## config.mk

```make
export PLATFORM = sky130hd
export DESIGN_NAME = cus19_prog_loader
export DESIGN_NICKNAME = d
export VERILOG_FILES = /design/src/rtl/cus19_prog_loader.sv
export SDC_FILE = /design/constraint.sdc
export NUM_CORES = 1
export LEC_CHECK = 0
export CAP_MARGIN = 10
export CORE_ASPECT_RATIO = 1.4
export CORE_MARGIN = 1.5
export CORE_UTILIZATION = 55
export CTS_CLUSTER_SIZE = 20
export DETAILED_ROUTE_END_ITERATION = 7
export GPL_TIMING_DRIVEN = 0
export PLACE_DENSITY = 0.83
export SLEW_MARGIN = 20
export SYNTH_ARGS = -nofsm -noshare
export SYNTH_HDL_FRONTEND = slang
export SYNTH_SLANG_ARGS = --single-unit
```

## constraint.sdc

```tcl
create_clock -name cus19_clk_in -period 3.9 [get_ports cus19_clk_in]
set_input_delay 0.39 -clock cus19_clk_in [delete_from_list [all_inputs] [get_ports cus19_clk_in]]
set_output_delay 0.39 -clock cus19_clk_in [all_outputs]
set_load 0.01 [all_outputs]
```

## src/rtl/cus19_prog_loader.sv

```systemverilog
// cus19_prog_loader: framed byte-stream loader writing imem words and dmem bytes while holding the CPU
module cus19_prog_loader #(
    parameter int PC_Width        = 11,
    parameter int Instr_Width     = 19,
    parameter int Data_Width      = 8,
    parameter int Dmem_Addr_Width = 8,
    parameter logic [7:0] Cmd_Imem = 8'h5A,
    parameter logic [7:0] Cmd_Dmem = 8'hC3
) (
    input  logic                       cus19_clk_in,
    input  logic                       cus19_rst_in,
    input  logic [7:0]                 ld_byte_in,
    input  logic                       ld_valid_in,
    output logic                       ld_ready_out,
    output logic                       imem_we_out,
    output logic [PC_Width-1:0]        imem_addr_out,
    output logic [Instr_Width-1:0]     imem_wdata_out,
    output logic                       dmem_we_out,
    output logic [Dmem_Addr_Width-1:0] dmem_addr_out,
    output logic [Data_Width-1:0]      dmem_wdata_out,
    output logic                       cpu_hold_out,
    output logic                       ld_done_out,
    output logic                       ld_err_out
);
    typedef enum logic [3:0] {
        S_IDLE, S_ADDR_H, S_ADDR_L, S_CNT_H, S_CNT_L,
        S_DATA0, S_DATA1, S_DATA2, S_WRITE, S_DONE
    } state_t;
    state_t state, state_nx;
    logic is_imem;
    logic [PC_Width-1:0] addr;
    logic [15:0] rem;
    logic [Instr_Width-9:0] sh;
    logic acc, cmd_ok;
    assign ld_ready_out = !cus19_rst_in && state != S_WRITE && state != S_DONE;
    assign acc          = ld_valid_in && ld_ready_out;
    assign cmd_ok       = ld_byte_in == Cmd_Imem || ld_byte_in == Cmd_Dmem;
    assign cpu_hold_out = state != S_IDLE && state != S_DONE;
    assign ld_done_out  = state == S_DONE;
    always_comb begin
        state_nx = state;
        case (state)
            S_IDLE:   state_nx = acc && cmd_ok ? S_ADDR_H : S_IDLE;
            S_ADDR_H: state_nx = acc ? S_ADDR_L : state;
            S_ADDR_L: state_nx = acc ? S_CNT_H : state;
            S_CNT_H:  state_nx = acc ? S_CNT_L : state;
            S_CNT_L:  state_nx = !acc ? state : {rem[15:8], ld_byte_in} == 16'd0 ? S_DONE : S_DATA0;
            S_DATA0:  state_nx = !acc ? state : is_imem ? S_DATA1 : S_WRITE;
            S_DATA1:  state_nx = acc ? S_DATA2 : state;
            S_DATA2:  state_nx = acc ? S_WRITE : state;
            S_WRITE:  state_nx = rem == 16'd1 ? S_DONE : S_DATA0;
            default:  state_nx = S_IDLE;
        endcase
    end
    always_ff @(posedge cus19_clk_in) begin
        if (cus19_rst_in) begin
            state          <= S_IDLE;
            is_imem        <= 1'b0;
            addr           <= '0;
            rem            <= '0;
            sh             <= '0;
            imem_we_out    <= 1'b0;
            imem_addr_out  <= '0;
            imem_wdata_out <= '0;
            dmem_we_out    <= 1'b0;
            dmem_addr_out  <= '0;
            dmem_wdata_out <= '0;
            ld_err_out     <= 1'b0;
        end else begin
            state       <= state_nx;
            imem_we_out <= 1'b0;
            dmem_we_out <= 1'b0;
            ld_err_out  <= 1'b0;
            if (acc) begin
                case (state)
                    S_IDLE: begin
                        is_imem    <= ld_byte_in == Cmd_Imem;
                        ld_err_out <= !cmd_ok;
                    end
                    S_ADDR_H: addr[PC_Width-1:8] <= ld_byte_in[PC_Width-9:0];
                    S_ADDR_L: addr[7:0] <= ld_byte_in;
                    S_CNT_H:  rem[15:8] <= ld_byte_in;
                    S_CNT_L:  rem[7:0] <= ld_byte_in;
                    S_DATA0: begin
                        sh <= {sh[Instr_Width-17:0], ld_byte_in};
                        if (!is_imem) begin
                            dmem_we_out    <= 1'b1;
                            dmem_addr_out  <= addr[Dmem_Addr_Width-1:0];
                            dmem_wdata_out <= ld_byte_in;
                        end
                    end
                    S_DATA1:  sh <= {sh[Instr_Width-17:0], ld_byte_in};
                    S_DATA2: begin
                        imem_we_out    <= 1'b1;
                        imem_addr_out  <= addr;
                        imem_wdata_out <= {sh, ld_byte_in};
                    end
                    default: ;
                endcase
            end
            if (state == S_WRITE) begin
                addr <= addr + 1'b1;
                rem  <= rem - 16'd1;
            end
        end
    end
endmodule
```

* Word-level counts from Yosys, hierarchy flattened *
Cells that the tools add are included.

cells by class
  eq/ne operators = 21
  add/sub/neg operators = 2
  muxes and demuxes = 22
  bitwise logic cells = 4
  reduce and logical (&&, ||, !) cells = 29

operators by type and width
  cell                   count
  $mux 4                 10
  $pmux 4 s9             1
  $mux 16                2
  $mux 8                 3
  $mux 11                2
  $eq 16x1->1 const B    1
  $eq 4x3->1 const B     4
  $logic_not 16->1       1
  $sub 16x1->16 const B  1
  $ne 2x2->1 const B     7
  $reduce_and 2->1       7
  $add 11x1->11 const B  1
  $reduce_bool 2->1      5
  $eq 4x2->1 const B     2
  $eq 4x4->1 const B     2
  $eq 8x7->1 const B     1
  $eq 8x8->1 const B     1
  $ne 4x4->1 const B     2
  $reduce_and 7->1       1
  $reduce_or 3->1        2
  $logic_and 1x1->1      5
  $eq 4x1->1 const B     1
  $logic_not 4->1        1
  $not 1->1              4
  other kinds (7)        11

word-level totals
  input port bits = 11
  word-level logic and storage cells = 92
  flip-flop bits (word level) = 92
  output and inout port bits = 52

* Longest topological paths before layout *
  depth after elaboration = 7
  mapped depth = 7

* Worst setup path after synthesis *
No wires, ideal clock.

  kind = register -> register
  from = register state[0]
  to = register rem[7]
  clock period less this slack = 2.051 ns
  setup slack = 1.849 ns
  stages on the path, launching flop included = 6
  arrival = 1.977 ns
  data required time = 3.826 ns
  cells stage by stage = dfxtp_1 or4b_1 buf_2 or4_4 or4_1 a31oi_1

between the ends
  longest elaborated chain between the ends = 6
  elaborated cells on any way between the ends = 11

RTL lines
  item                                RTL line  RTL
  start, declared                     29        state_t state, state_nx;
  start signal, assigned              70        state <= state_nx;
  $ne 4x4->1                          35        assign ld_ready_out = !cus19_rst_in && state != S_WRITE && state != S_DONE;
  $logic_and 1x1->1 (2 in series)     35
  $logic_and 1x1->1                   36        assign acc = ld_valid_in && ld_ready_out;
  $reduce_bool 2->1 (no source line)  -
  $reduce_and 2->1 (no source line)   -
  end signal, assigned                83        S_CNT_L: rem[7:0] <= ld_byte_in;
  end signal, assigned                103       rem <= rem - 16'd1;
  end, declared                       32        logic [15:0] rem;

Parallel ways exist; a longest one is shown, timed or not.
A chain may end at the register's enable or synchronous reset.

* Worst setup path after layout *
  from = input port cus19_rst_in
  to = output port ld_ready_out

between the ends
  longest elaborated chain between the ends = 3

RTL lines
  item                             RTL line  RTL
  start, declared                  11        input logic cus19_rst_in,
  $logic_not 1->1                  35
  $logic_and 1x1->1 (2 in series)  35
  end, declared                    14        output logic ld_ready_out,

Every way passes these cells.

==> results.cfg <==
[run_status]
status = finished clean

[placement]
dpl_cell_area_sq_mm = 0.00469
io_buffers = 57
dp_hpwl_um = 7580
routabilityCongestion = 0.916
pre_cts_ws_ps = 783

[grt]
track_usage_pct = 28.3
antenna_found_initial = 0
grt_pass1_wl_um = 17200
grt_overflow = 0
grt_pass1_vias = 3605
grt_max_degree = 16

[worst_setup_path]
path_cells = clkdlybuf4s50_1 -> clkbuf_1 -> clkbuf_1 -> clkbuf_1 -> a21oi_1 -> clkdlybuf4s50_1
r2r_cells = 7
critical_path_class = input pin to primary output
cp_slowest_cell = clkdlybuf4s50_1
worstSetupEndpointType = primary output
max_stage_delay_ps = 500
cp.arrival_ps = 2740
critPathRequiredTime_ps = 3510
start_kind = input pin
cp_common_cell = clkbuf_1
worstPathMaxFanout = 10

[job]
maxCapViolCount = 0

[synthesis]
synth_seq_cells = 92
synth_area_leaders = dfxtp_1, nand2_1, mux2i_1
synth_mux_area_share_pct = 6.75
yosys.area.top_type = dfxtp_1
yosys.area_share.simple_pct = 25.1
syn_avg_cell_area_sq_um = 8.40
synth_top_family_by_area = simple AND/OR/NAND/NOR gates
yosys-top-cells-count = dfxtp_1, nand2_1, a21oi_1, nor2_1, clkbuf_1
yosys_warnings = 0
synth-xor-area-share_pct = 0.875
syn_inst = 477
yosys.area_share.adder_pct = 0.937
ys_types = 48
synth_edf_count = 0
synth.most_common_cell = dfxtp_1
synth_top_area_share_pct = 46.0
seq_area_frac_synth_pct = 46.0
synth-compound-area-share_pct = 16.1
synthArstFlopShare_pct = 0
synth-main-ff-cell = dfxtp_1
syn_nets = 491
synthesis.area_sq_mm = 0.00401

[clock_tree]
postCtsSetupRepairBufs = 0
clk_pin_slew_ps = 80
clockBufferDepth = 2
cts_resized = 0
cts_buffers = 9
cts_max_level = 3
cts_tree = yes
clkSinkCount = 92
cts_hold_buffers = 0
cts_root_buf = clkbuf_8
clk_latency_ps = 360

[sta]
slew_violations = 0
slew_headroom_pct = 28.9
finClkSkew_ps = 12.1
grt_setup_unrepaired = no
setup_viol = 0
hold_viol_final = 0
fmax_mhz = 320
fin_crit_sh_pct = 80.1
worst_pin_slew_ps = 1050
setup_ws_ps = 774
period_needed_ps = 3130
finalSetupTns_ps = 0

[floorplan]
die_x_um = 75.1
die_y_um = 104
rows = 36
start_util_pct = 57.0
coreArea_sq_mm = 0.00703
dieArea_sq_mm = 0.00781
io_pins = 63

[drt]
ant_nets = 0
drt_iter0_drc = 270
wl_um = 10400
vias = 3767
drc_errors = 0
dr.pass1.iters = 5
vias_per_cell = 5.84
wl_per_cell_um = 16.2

[worst_hold_path]
holdPathStages = 2
hp-class = flip-flop to flip-flop

[final_layout]
area_delta_synth_final_pct = 22.9
n_antenna_cell = 0
fin_nets = 559
final_area_sq_mm = 0.00492
drive_gt1_share_pct = 4.55

[power_and_ir_drop]
vdd_drop_max_mv = 0.260
powerDensity_mw_per_mm2 = 350
p_leak_uw = 0.00185
-- metal layers --
| metal | share of wire (%) | wire (um) | GRT usage, % | vias to the layer above |
|---|---|---|---|---|
| met4 | 3.4 | 357 | 14.2 | 0 |
| met5 | 0 | 0 | 0 | - |
| li1 | - | - | - | 1828 |
| met3 | 5.3 | 551 | 6.69 | 27 |
| met2 | 51 | 5350 | 47.1 | 122 |
| met1 | 40 | 4180 | 32.7 | 1790 |
-- cell type report --
type | count | area [sq um]
multi-input combinational | 342 | 1990
timing repair buffer | 57 | 571
clock buffer | 11 | 141
buffer | 35 | 139
fill | 571 | 2110
inverter | 8 | 30.0
sequential | 92 | 1840
clock inverter | 5 | 85.1
tap | 95 | 119
-- logic make-up after synthesis --
family | count (synthesis)
simple gates | 209
compound gates | 99
flops | 92
buf+inv | 43
mux | 27
xor+xnor | 4
fa+ha+maj | 3
-- worst paths after layout --
kind                                        start                               to  slack (ps)
setup / recovery                     cus19_rst_in                     ld_ready_out         770
hold / removal    imem_wdata_out[17]$_SDFFE_PP0P_  imem_wdata_out[17]$_SDFFE_PP0P_         460
setup reg to reg            state[0]$_SDFFE_PP0P_    imem_addr_out[4]$_SDFFE_PP0P_        1180
hold reg to reg   imem_wdata_out[17]$_SDFFE_PP0P_  imem_wdata_out[17]$_SDFFE_PP0P_         460
-- layout by cell type (no fill, tap or decap), drive strengths merged, types with 4 or more instances in the layout --
master	count
dfxtp	92
nand2	89
clkdlybuf4s50	57
a21oi	43
nor2	39
clkbuf	39
mux2i	27
or3	13
nand3	13
a31oi	13
inv	8
nor3	8
o211ai	8
o311ai	8
nand4	7
nor2b	7
buf	7
o21ai	6
or4	6
a2bb2oi	5
nand2b	4
nor4	4
and2	4
-- flip-flops by register name (all words and copies together) (netlist names), 4 cells and up --
| signal | count |
|---|---|
| dmem_wdata_out | 8 |
| state | 4 |
| sh | 11 |
| rem | 16 |
| addr | 11 |
| imem_addr_out | 11 |
| dmem_addr_out | 8 |
| imem_wdata_out | 19 |
-- power breakdown --
part           total, uW  leakage, uW  switching, uW  internal (uW)
sequential           943     0.000741           2.64            941
clock                712     0.000110            331            381
combinational       67.9      0.00100           47.7           20.2
total               1720      0.00185            381           1340
-- through the flow --
step	instances	total power [uW]	hold slack [ps]	util [%]
after detailed placement	629	1030	446	66.8
after global placement	629	1030	443	66.8
after global routing	645	1780	483	70.0
after floorplan	477	1000	432	-
final	645	1720	456	70.0
after CTS	645	1730	457	70.0
-- worst max-delay path, delay by kind of cell --
family	cells	cell delay, ps
buffers and inverters	5	2250
AO/OA/AOI/OAI	1	90
(Power assumes the default switching activity.)
